### src/rtl/jstk_spi_responder_pkg.sv
// Shared definitions for the joystick SPI responder and the joystick reader:
// frame geometry, LED command code, FSM states and the 40-bit frame layout.
package jstk_spi_responder_pkg;

    localparam int unsigned JSTK_FRAME_BITS = 40;
    localparam int unsigned JSTK_CNT_W      = 6;
    localparam int unsigned JSTK_CMD_BITS   = 8;
    localparam int unsigned JSTK_POS_W      = 10;
    localparam int unsigned JSTK_BTN_W      = 3;
    localparam logic [5:0]  JSTK_LED_CMD    = 6'b100000;

    // Byte positions within the frame, byte 0 transmitted first
    localparam int unsigned JSTK_BYTE_XLO = 0;
    localparam int unsigned JSTK_BYTE_XHI = 1;
    localparam int unsigned JSTK_BYTE_YLO = 2;
    localparam int unsigned JSTK_BYTE_YHI = 3;
    localparam int unsigned JSTK_BYTE_BTN = 4;

    typedef enum logic [1:0] {
        ST_IDLE  = 2'd0,
        ST_SHIFT = 2'd1,
        ST_HOLD  = 2'd2
    } jstk_state_e;

    function automatic logic [JSTK_FRAME_BITS-1:0] jstk_pack_frame(
        input logic [JSTK_POS_W-1:0] x,
        input logic [JSTK_POS_W-1:0] y,
        input logic [JSTK_BTN_W-1:0] b
    );
        return {x[7:0], 6'b0, x[9:8], y[7:0], 6'b0, y[9:8], 5'b0, b};
    endfunction

endpackage

### src/rtl/jstk_spi_responder_sync_edge.sv
// Multi-flop synchronizer for one asynchronous input, with rise/fall pulses
// derived from the synchronized level.
module sync_edge #(
    parameter int unsigned STAGES  = 2,
    parameter logic        RST_VAL = 1'b0
) (
    input  logic clk,
    input  logic clr,
    input  logic d,
    output logic q,
    output logic rise,
    output logic fall
);

    logic [STAGES-1:0] sync_q, sync_d;
    logic              prev_q, prev_d;

    always_comb begin
        sync_d = {sync_q[STAGES-2:0], d};
        prev_d = sync_q[STAGES-1];
    end

    always_ff @(posedge clk) begin
        if (clr) begin
            sync_q <= {STAGES{RST_VAL}};
            prev_q <= RST_VAL;
        end else begin
            sync_q <= sync_d;
            prev_q <= prev_d;
        end
    end

    assign q    = sync_q[STAGES-1];
    assign rise = q & ~prev_q;
    assign fall = ~q & prev_q;

endmodule

### src/rtl/jstk_spi_responder.sv
// SPI mode-0 slave emulating a joystick: returns a 40-bit position/button frame.
// Define JSTK_RESP_LED_EN to decode the LED command from the first MOSI byte.
module jstk_spi_responder
    import jstk_spi_responder_pkg::*;
#(
    parameter int unsigned SYNC_STAGES   = 2,
    parameter int unsigned SCLK_MIN_HALF = 4
) (
    input  logic                  clk,
    input  logic                  clr,
    input  logic [JSTK_POS_W-1:0] joy_x,
    input  logic [JSTK_POS_W-1:0] joy_y,
    input  logic [JSTK_BTN_W-1:0] btn,
    input  logic                  SS,
    input  logic                  SCLK,
    input  logic                  MOSI,
    output logic                  MISO,
    output logic [1:0]            led,
    output logic                  frame_done,
    output logic                  frame_err
);

    localparam int unsigned SETTLE_W = $clog2(SYNC_STAGES + 1) + 1;

    if (SYNC_STAGES < 2 || SCLK_MIN_HALF < 2) begin : g_bad_cfg
        $error("jstk_spi_responder: SYNC_STAGES and SCLK_MIN_HALF must be at least 2");
    end

    logic ss_lvl, ss_rise, ss_fall;
    logic sclk_rise, sclk_fall, unused_sclk_lvl;

    sync_edge #(.STAGES(SYNC_STAGES), .RST_VAL(1'b1)) u_sync_ss (
        .clk(clk), .clr(clr), .d(SS), .q(ss_lvl), .rise(ss_rise), .fall(ss_fall)
    );

    sync_edge #(.STAGES(SYNC_STAGES), .RST_VAL(1'b0)) u_sync_sclk (
        .clk(clk), .clr(clr), .d(SCLK), .q(unused_sclk_lvl), .rise(sclk_rise), .fall(sclk_fall)
    );

    jstk_state_e                state_q, state_d;
    logic [JSTK_CNT_W-1:0]      cnt_q, cnt_d;
    logic [JSTK_FRAME_BITS-1:0] sr_q, sr_d;
    logic                       done_q, done_d;
    logic                       err_q, err_d;
    logic [SETTLE_W-1:0]        settle_q, settle_d;
    logic                       arm_q, arm_d;
    logic                       settle_done;

    // After clr the synchronizer holds its reset value, so SS must be seen high
    // with real samples before a falling edge may start a frame.
    assign settle_done = (settle_q == SETTLE_W'(SYNC_STAGES));

    always_comb begin
        state_d  = state_q;
        cnt_d    = cnt_q;
        sr_d     = sr_q;
        done_d   = 1'b0;
        err_d    = 1'b0;
        settle_d = settle_done ? settle_q : settle_q + 1'b1;
        arm_d    = arm_q | (settle_done & ss_lvl);

        case (state_q)
            ST_IDLE: begin
                if (ss_fall && arm_q) begin
                    state_d = ST_SHIFT;
                    cnt_d   = '0;
                    sr_d    = jstk_pack_frame(joy_x, joy_y, btn);
                end
            end
            ST_SHIFT: begin
                if (ss_rise) begin
                    state_d = ST_IDLE;
                    err_d   = (cnt_q != '0);
                    cnt_d   = '0;
                    sr_d    = '0;
                end else if (sclk_rise) begin
                    cnt_d = cnt_q + 1'b1;
                    if (cnt_q == JSTK_CNT_W'(JSTK_FRAME_BITS - 1)) begin
                        state_d = ST_HOLD;
                    end
                end else if (sclk_fall) begin
                    sr_d = {sr_q[JSTK_FRAME_BITS-2:0], 1'b0};
                end
            end
            ST_HOLD: begin
                if (ss_rise) begin
                    state_d = ST_IDLE;
                    done_d  = 1'b1;
                    cnt_d   = '0;
                    sr_d    = '0;
                end
            end
            default: state_d = ST_IDLE;
        endcase
    end

    always_ff @(posedge clk) begin
        if (clr) begin
            state_q  <= ST_IDLE;
            cnt_q    <= '0;
            sr_q     <= '0;
            done_q   <= 1'b0;
            err_q    <= 1'b0;
            settle_q <= '0;
            arm_q    <= 1'b0;
        end else begin
            state_q  <= state_d;
            cnt_q    <= cnt_d;
            sr_q     <= sr_d;
            done_q   <= done_d;
            err_q    <= err_d;
            settle_q <= settle_d;
            arm_q    <= arm_d;
        end
    end

    assign MISO       = (state_q == ST_SHIFT) & sr_q[JSTK_FRAME_BITS-1];
    assign frame_done = done_q;
    assign frame_err  = err_q;

`ifdef JSTK_RESP_LED_EN
    logic                     mosi_lvl, unused_mosi_rise, unused_mosi_fall;
    logic [JSTK_CMD_BITS-1:0] cmd_q, cmd_d, cmd_full;
    logic                     pend_q, pend_d;
    logic [1:0]               led_nxt_q, led_nxt_d;
    logic [1:0]               led_q, led_d;

    sync_edge #(.STAGES(SYNC_STAGES), .RST_VAL(1'b0)) u_sync_mosi (
        .clk(clk), .clr(clr), .d(MOSI), .q(mosi_lvl), .rise(unused_mosi_rise), .fall(unused_mosi_fall)
    );

    assign cmd_full = {cmd_q[JSTK_CMD_BITS-2:0], mosi_lvl};

    always_comb begin
        cmd_d     = cmd_q;
        pend_d    = 1'b0;
        led_nxt_d = led_nxt_q;
        led_d     = pend_q ? led_nxt_q : led_q;
        if (state_q == ST_SHIFT && !ss_rise && sclk_rise && cnt_q < JSTK_CNT_W'(JSTK_CMD_BITS)) begin
            cmd_d = cmd_full;
            if (cnt_q == JSTK_CNT_W'(JSTK_CMD_BITS - 1) && cmd_full[7:2] == JSTK_LED_CMD) begin
                pend_d    = 1'b1;
                led_nxt_d = cmd_full[1:0];
            end
        end
    end

    always_ff @(posedge clk) begin
        if (clr) begin
            cmd_q     <= '0;
            pend_q    <= 1'b0;
            led_nxt_q <= 2'b00;
            led_q     <= 2'b00;
        end else begin
            cmd_q     <= cmd_d;
            pend_q    <= pend_d;
            led_nxt_q <= led_nxt_d;
            led_q     <= led_d;
        end
    end

    assign led = led_q;
`else
    logic unused_mosi;
    assign unused_mosi = MOSI;
    assign led         = 2'b00;
`endif

endmodule

### config.mk
export PLATFORM = sky130hd
export DESIGN_NAME = jstk_spi_responder
export DESIGN_NICKNAME = d
export VERILOG_FILES = /design/src/rtl/jstk_spi_responder_pkg.sv /design/src/rtl/jstk_spi_responder_sync_edge.sv /design/src/rtl/jstk_spi_responder.sv
export SDC_FILE = /design/constraint.sdc
export NUM_CORES = 1
export LEC_CHECK = 0
export CAP_MARGIN = 20
export CORE_MARGIN = 2
export CORE_UTILIZATION = 55
export DETAILED_ROUTE_END_ITERATION = 10
export GPL_TIMING_DRIVEN = 0
export HOLD_SLACK_MARGIN = 0.12
export PLACE_DENSITY = 0.79
export SLEW_MARGIN = 20
export SYNTH_ARGS = -nofsm -noshare
export SYNTH_HDL_FRONTEND = slang
export SYNTH_SLANG_ARGS = --single-unit
### constraint.sdc
create_clock -name clk -period 2.1 [get_ports clk]
set_clock_uncertainty 0.15 [all_clocks]
set_input_delay 0.315 -clock clk [delete_from_list [all_inputs] [get_ports clk]]
set_output_delay 0.315 -clock clk [all_outputs]
set_load 0.05 [all_outputs]
==> results by group <==
Clocking
  • TritonCTS clock tree: built
  • Clock buffer count from CTS: 9
  • Root Buffer: clkbuf_8
  • Post-CTS Setup Bufs: 0
  • Clock slew at reported path FFs: 60 ps
  • # H-tree levels: 3
  • # hold bufs at CTS: 0
  • Clk buf depth: 2
  • CTS Sinks: 60
  • Clock Latency Late Sink: 330 ps

Critical path
  • Max incr delay on CP: 400 ps
  • Worst reg-to-reg setup slack: 110 ps
  • Kind of critical path: flip-flop to output pin
  • Worst Path Required: 1630 ps
  • CP startpoint kind: flip-flop
  • CP Capture Type: output pin
  • Critical Path Fanout Max: 8
  • Crit path buf inv count: 3
  • Arr. time, crit path: 1560 ps
  • Worst R2R End: sr_q[16]
  • Family with the most delay on the worst path: buffers and inverters
  • Worst path slowest cell: dfxtp_1
  • Worst R2R Start: state_q[1]
  • Worst reg-to-reg path cell count: 9
  • Worst path cell trace: inv_1 > ha_1 > clkbuf_4 > and2_1 > buf_2

Drt
  • First-pass DRT Iterations: 4
  • # DRC: 0
  • Wirelength, routed: 5790 um
  • ANT nets after route: 0
  • Vias: 2,267
  • Vias per std cell: 5.64
  • DR iter-0 viols: 110
  • Wirelength per Cell: 14.4 um

Yosys
  • Post-Syn Area: 0.00285 mm^2
  • Synth Register Bits: 60
  • Register area share after synthesis: 42.2%
  • Synth Area per Inst: 9.91 um^2
  • Post-synthesis cell type count: 45
  • Asr flop ratio synth: 0%
  • Yosys warning count: 0
  • Post-synth EDFFs: 0
  • Commonest register cell after synthesis: dfxtp_1
  • Mapped Cells: 287

Min path
  • Hold Path Sink: u_sync_ss.sync_q[1]
  • Hold path cells: 1
  • Hold WC Path Type: flip-flop to flip-flop
  • HP Start: u_sync_ss.sync_q[0]

Global route
  • Initial antenna violation count: 0
  • GRT Total Usage: 21.3%
  • Grt ovf: 0
  • Largest net degree at the start of global routing: 11
  • Global-route wire length before repair: 9850 um
  • Vias in the first global route: 2,145

Placed design
  • Placed wire-length estimate: 4050 um
  • RD Place Congestion: 0.812
  • Post-placement cell area: 0.00323 mm^2
  • I/O Buffers: 29

Final layout
  • Area grow syn2layout: 20.6%
  • Share of cells above drive strength 1: 26.2%
  • Antenna diodes: 0
  • Area occupied by multi-input gates: 0.00147 mm^2
  • Storage element area: 0.00120 mm^2
  • Fin nets: 364
  • Fin area: 0.00343 mm^2
  • Fillers: 412
  • Most frequent cells in the layout: 60 x dfxtp_1, 28 x clkdlybuf4s50_1, 27 x nor2_1
  • Most common cell after layout, fill and taps aside: dfxtp_1

Job
  • Max_cap viols: 0

Power and ir drop
  • Peak VDD IR: 0.555 mV
  • Power Density: 763 mW/mm^2
  • Total power: 2.62 mW
  • Leak: 1.19 nW

Timing
  • Max Slew Vio Count: 0
  • Slew HR: 54.5%
  • # setup viols final: 0
  • Final Hold Viols: 0
  • Slew @ Worst Pin: 682 ps
  • Clock period minus worst slack: 2020 ps
  • Max Clock Freq: 0.495 GHz
  • Final worst path period share: 96.2%

Floorplan
  • Die W: 75.9 um
  • Die Ht: 75.9 um
  • I/O Pins: 33
  • Core Area: 0.00504 mm^2
  • Die area: 0.00576 mm^2
  • Cell Rows: 26
  • Initial Utilization: 56.4%

Status
  • Status: finished clean
==> registers in the layout, summed over array words and instances, names as in the netlist, 2 cells and up <==
| signal | count |
|---|---|
| cnt_q | 6 |
| settle_q | 3 |
| sr_q | 40 |
| state_q | 2 |
| u_sync_sclk.sync_q | 2 |
| u_sync_ss.sync_q | 2 |
==> report_power, final <==
group	internal [mW]	total, mW	switching [mW]
Sequential	1.21	1.26	0.0490
Clock	0.549	0.968	0.419
Combinational	0.179	0.391	0.212
Total	1.94	2.62	0.680
==> through the flow <==
| step | hold slack (ps) | utilization (%) | setup TNS [ps] | worst slack, ps | instances |
|---|---|---|---|---|---|
| 4_1_cts | 269 | 67.6 | 0 | 21.0 | 402 |
| 3_5_place_dp | 253 | 64.0 | -3320 | -206 | 387 |
| 3_3_place_gp | 243 | 64.0 | -2890 | -197 | 387 |
| 5_1_grt | 276 | 68.1 | -25.8 | -15.0 | 402 |
| 2_1_floorplan | 239 | - | 0 | 279 | 288 |
| 6_report | 263 | 68.1 | 0 | 79.2 | 402 |
==> how the worst max path moves through the flow <==
stage | endpoint | from | slack (ps) | cells after the start
final | MISO | state_q[1] | 80 | 5
after global routing | sr_q[16] | state_q[1] | -20 | 9
after CTS | sr_q[37] | state_q[1] | 20 | 8
after detailed placement | sr_q[24] | clr | -210 | 4
after global placement | sr_q[25] | clr | -200 | 4
after floorplan | sr_q[37] | state_q[1] | 280 | 8
==> cell families after synthesis <==
logic type | count (synthesis) | share of synthesized area [%]
AO/OA/AOI/OAI | 60 | 20.5
XOR/XNOR | 1 | 0.308
adder cells (fa/ha/maj) | 8 | 3.52
buffers and inverters | 33 | 6.99
flip-flops | 60 | 42.2
multiplexers | 2 | 0.704
other | 1 | 0.132
AND/OR/NAND/NOR | 122 | 25.6
==> area by class of cell <==
type | count | share of cell area (%)
Buffer | 24 | 4.89
Multi-Input combinational cell | 195 | 42.8
Timing Repair Buffer | 29 | 8.31
Clock buffer | 14 | 5.32
Sequential cell | 60 | 35.0
Tap cell | 70 | 2.55
Inverter | 9 | 0.984
Clock inverter | 1 | 0.146
==> what timing repair did <==
item	CTS	global route
endpoints found under the hold margin	0	0
endpoints found under the setup margin	1	25
resized for setup	5	6
==> synth_stat cells, drive strengths merged, types with 2 or more instances <==
cell / n / area share, %
o21ai: 4 / 0.70
nand4: 2 / 0.44
nand2: 21 / 2.8
nor2: 29 / 3.9
a32o: 4 / 1.4
buf: 20 / 5.3
nor2b: 5 / 1.6
nor3b: 7 / 2.0
a211oi: 2 / 0.53
ha: 8 / 3.5
a221oi: 22 / 11
o32a: 2 / 1.2
inv: 8 / 1.1
a21oi: 21 / 3.7
clkbuf: 4 / 0.53
mux2i: 2 / 0.70
nand3: 19 / 3.3
or2: 3 / 0.66
nor3: 25 / 8.1
dfxtp: 60 / 42
and3: 4 / 0.88
==> per-layer routing <==
| metal | up-vias | global-route usage (%) | share of wire [%] |
|---|---|---|---|
| li1 | 1117 | - | - |
| met1 | 1082 | 27.5 | 47 |
| met2 | 52 | 33.3 | 45 |
| met3 | 16 | 5.12 | 4.5 |
| met4 | 0 | 10.9 | 3.1 |
| met5 | - | 0 | 0 |
No activity file was read; power rests on OpenSTA's default activity.
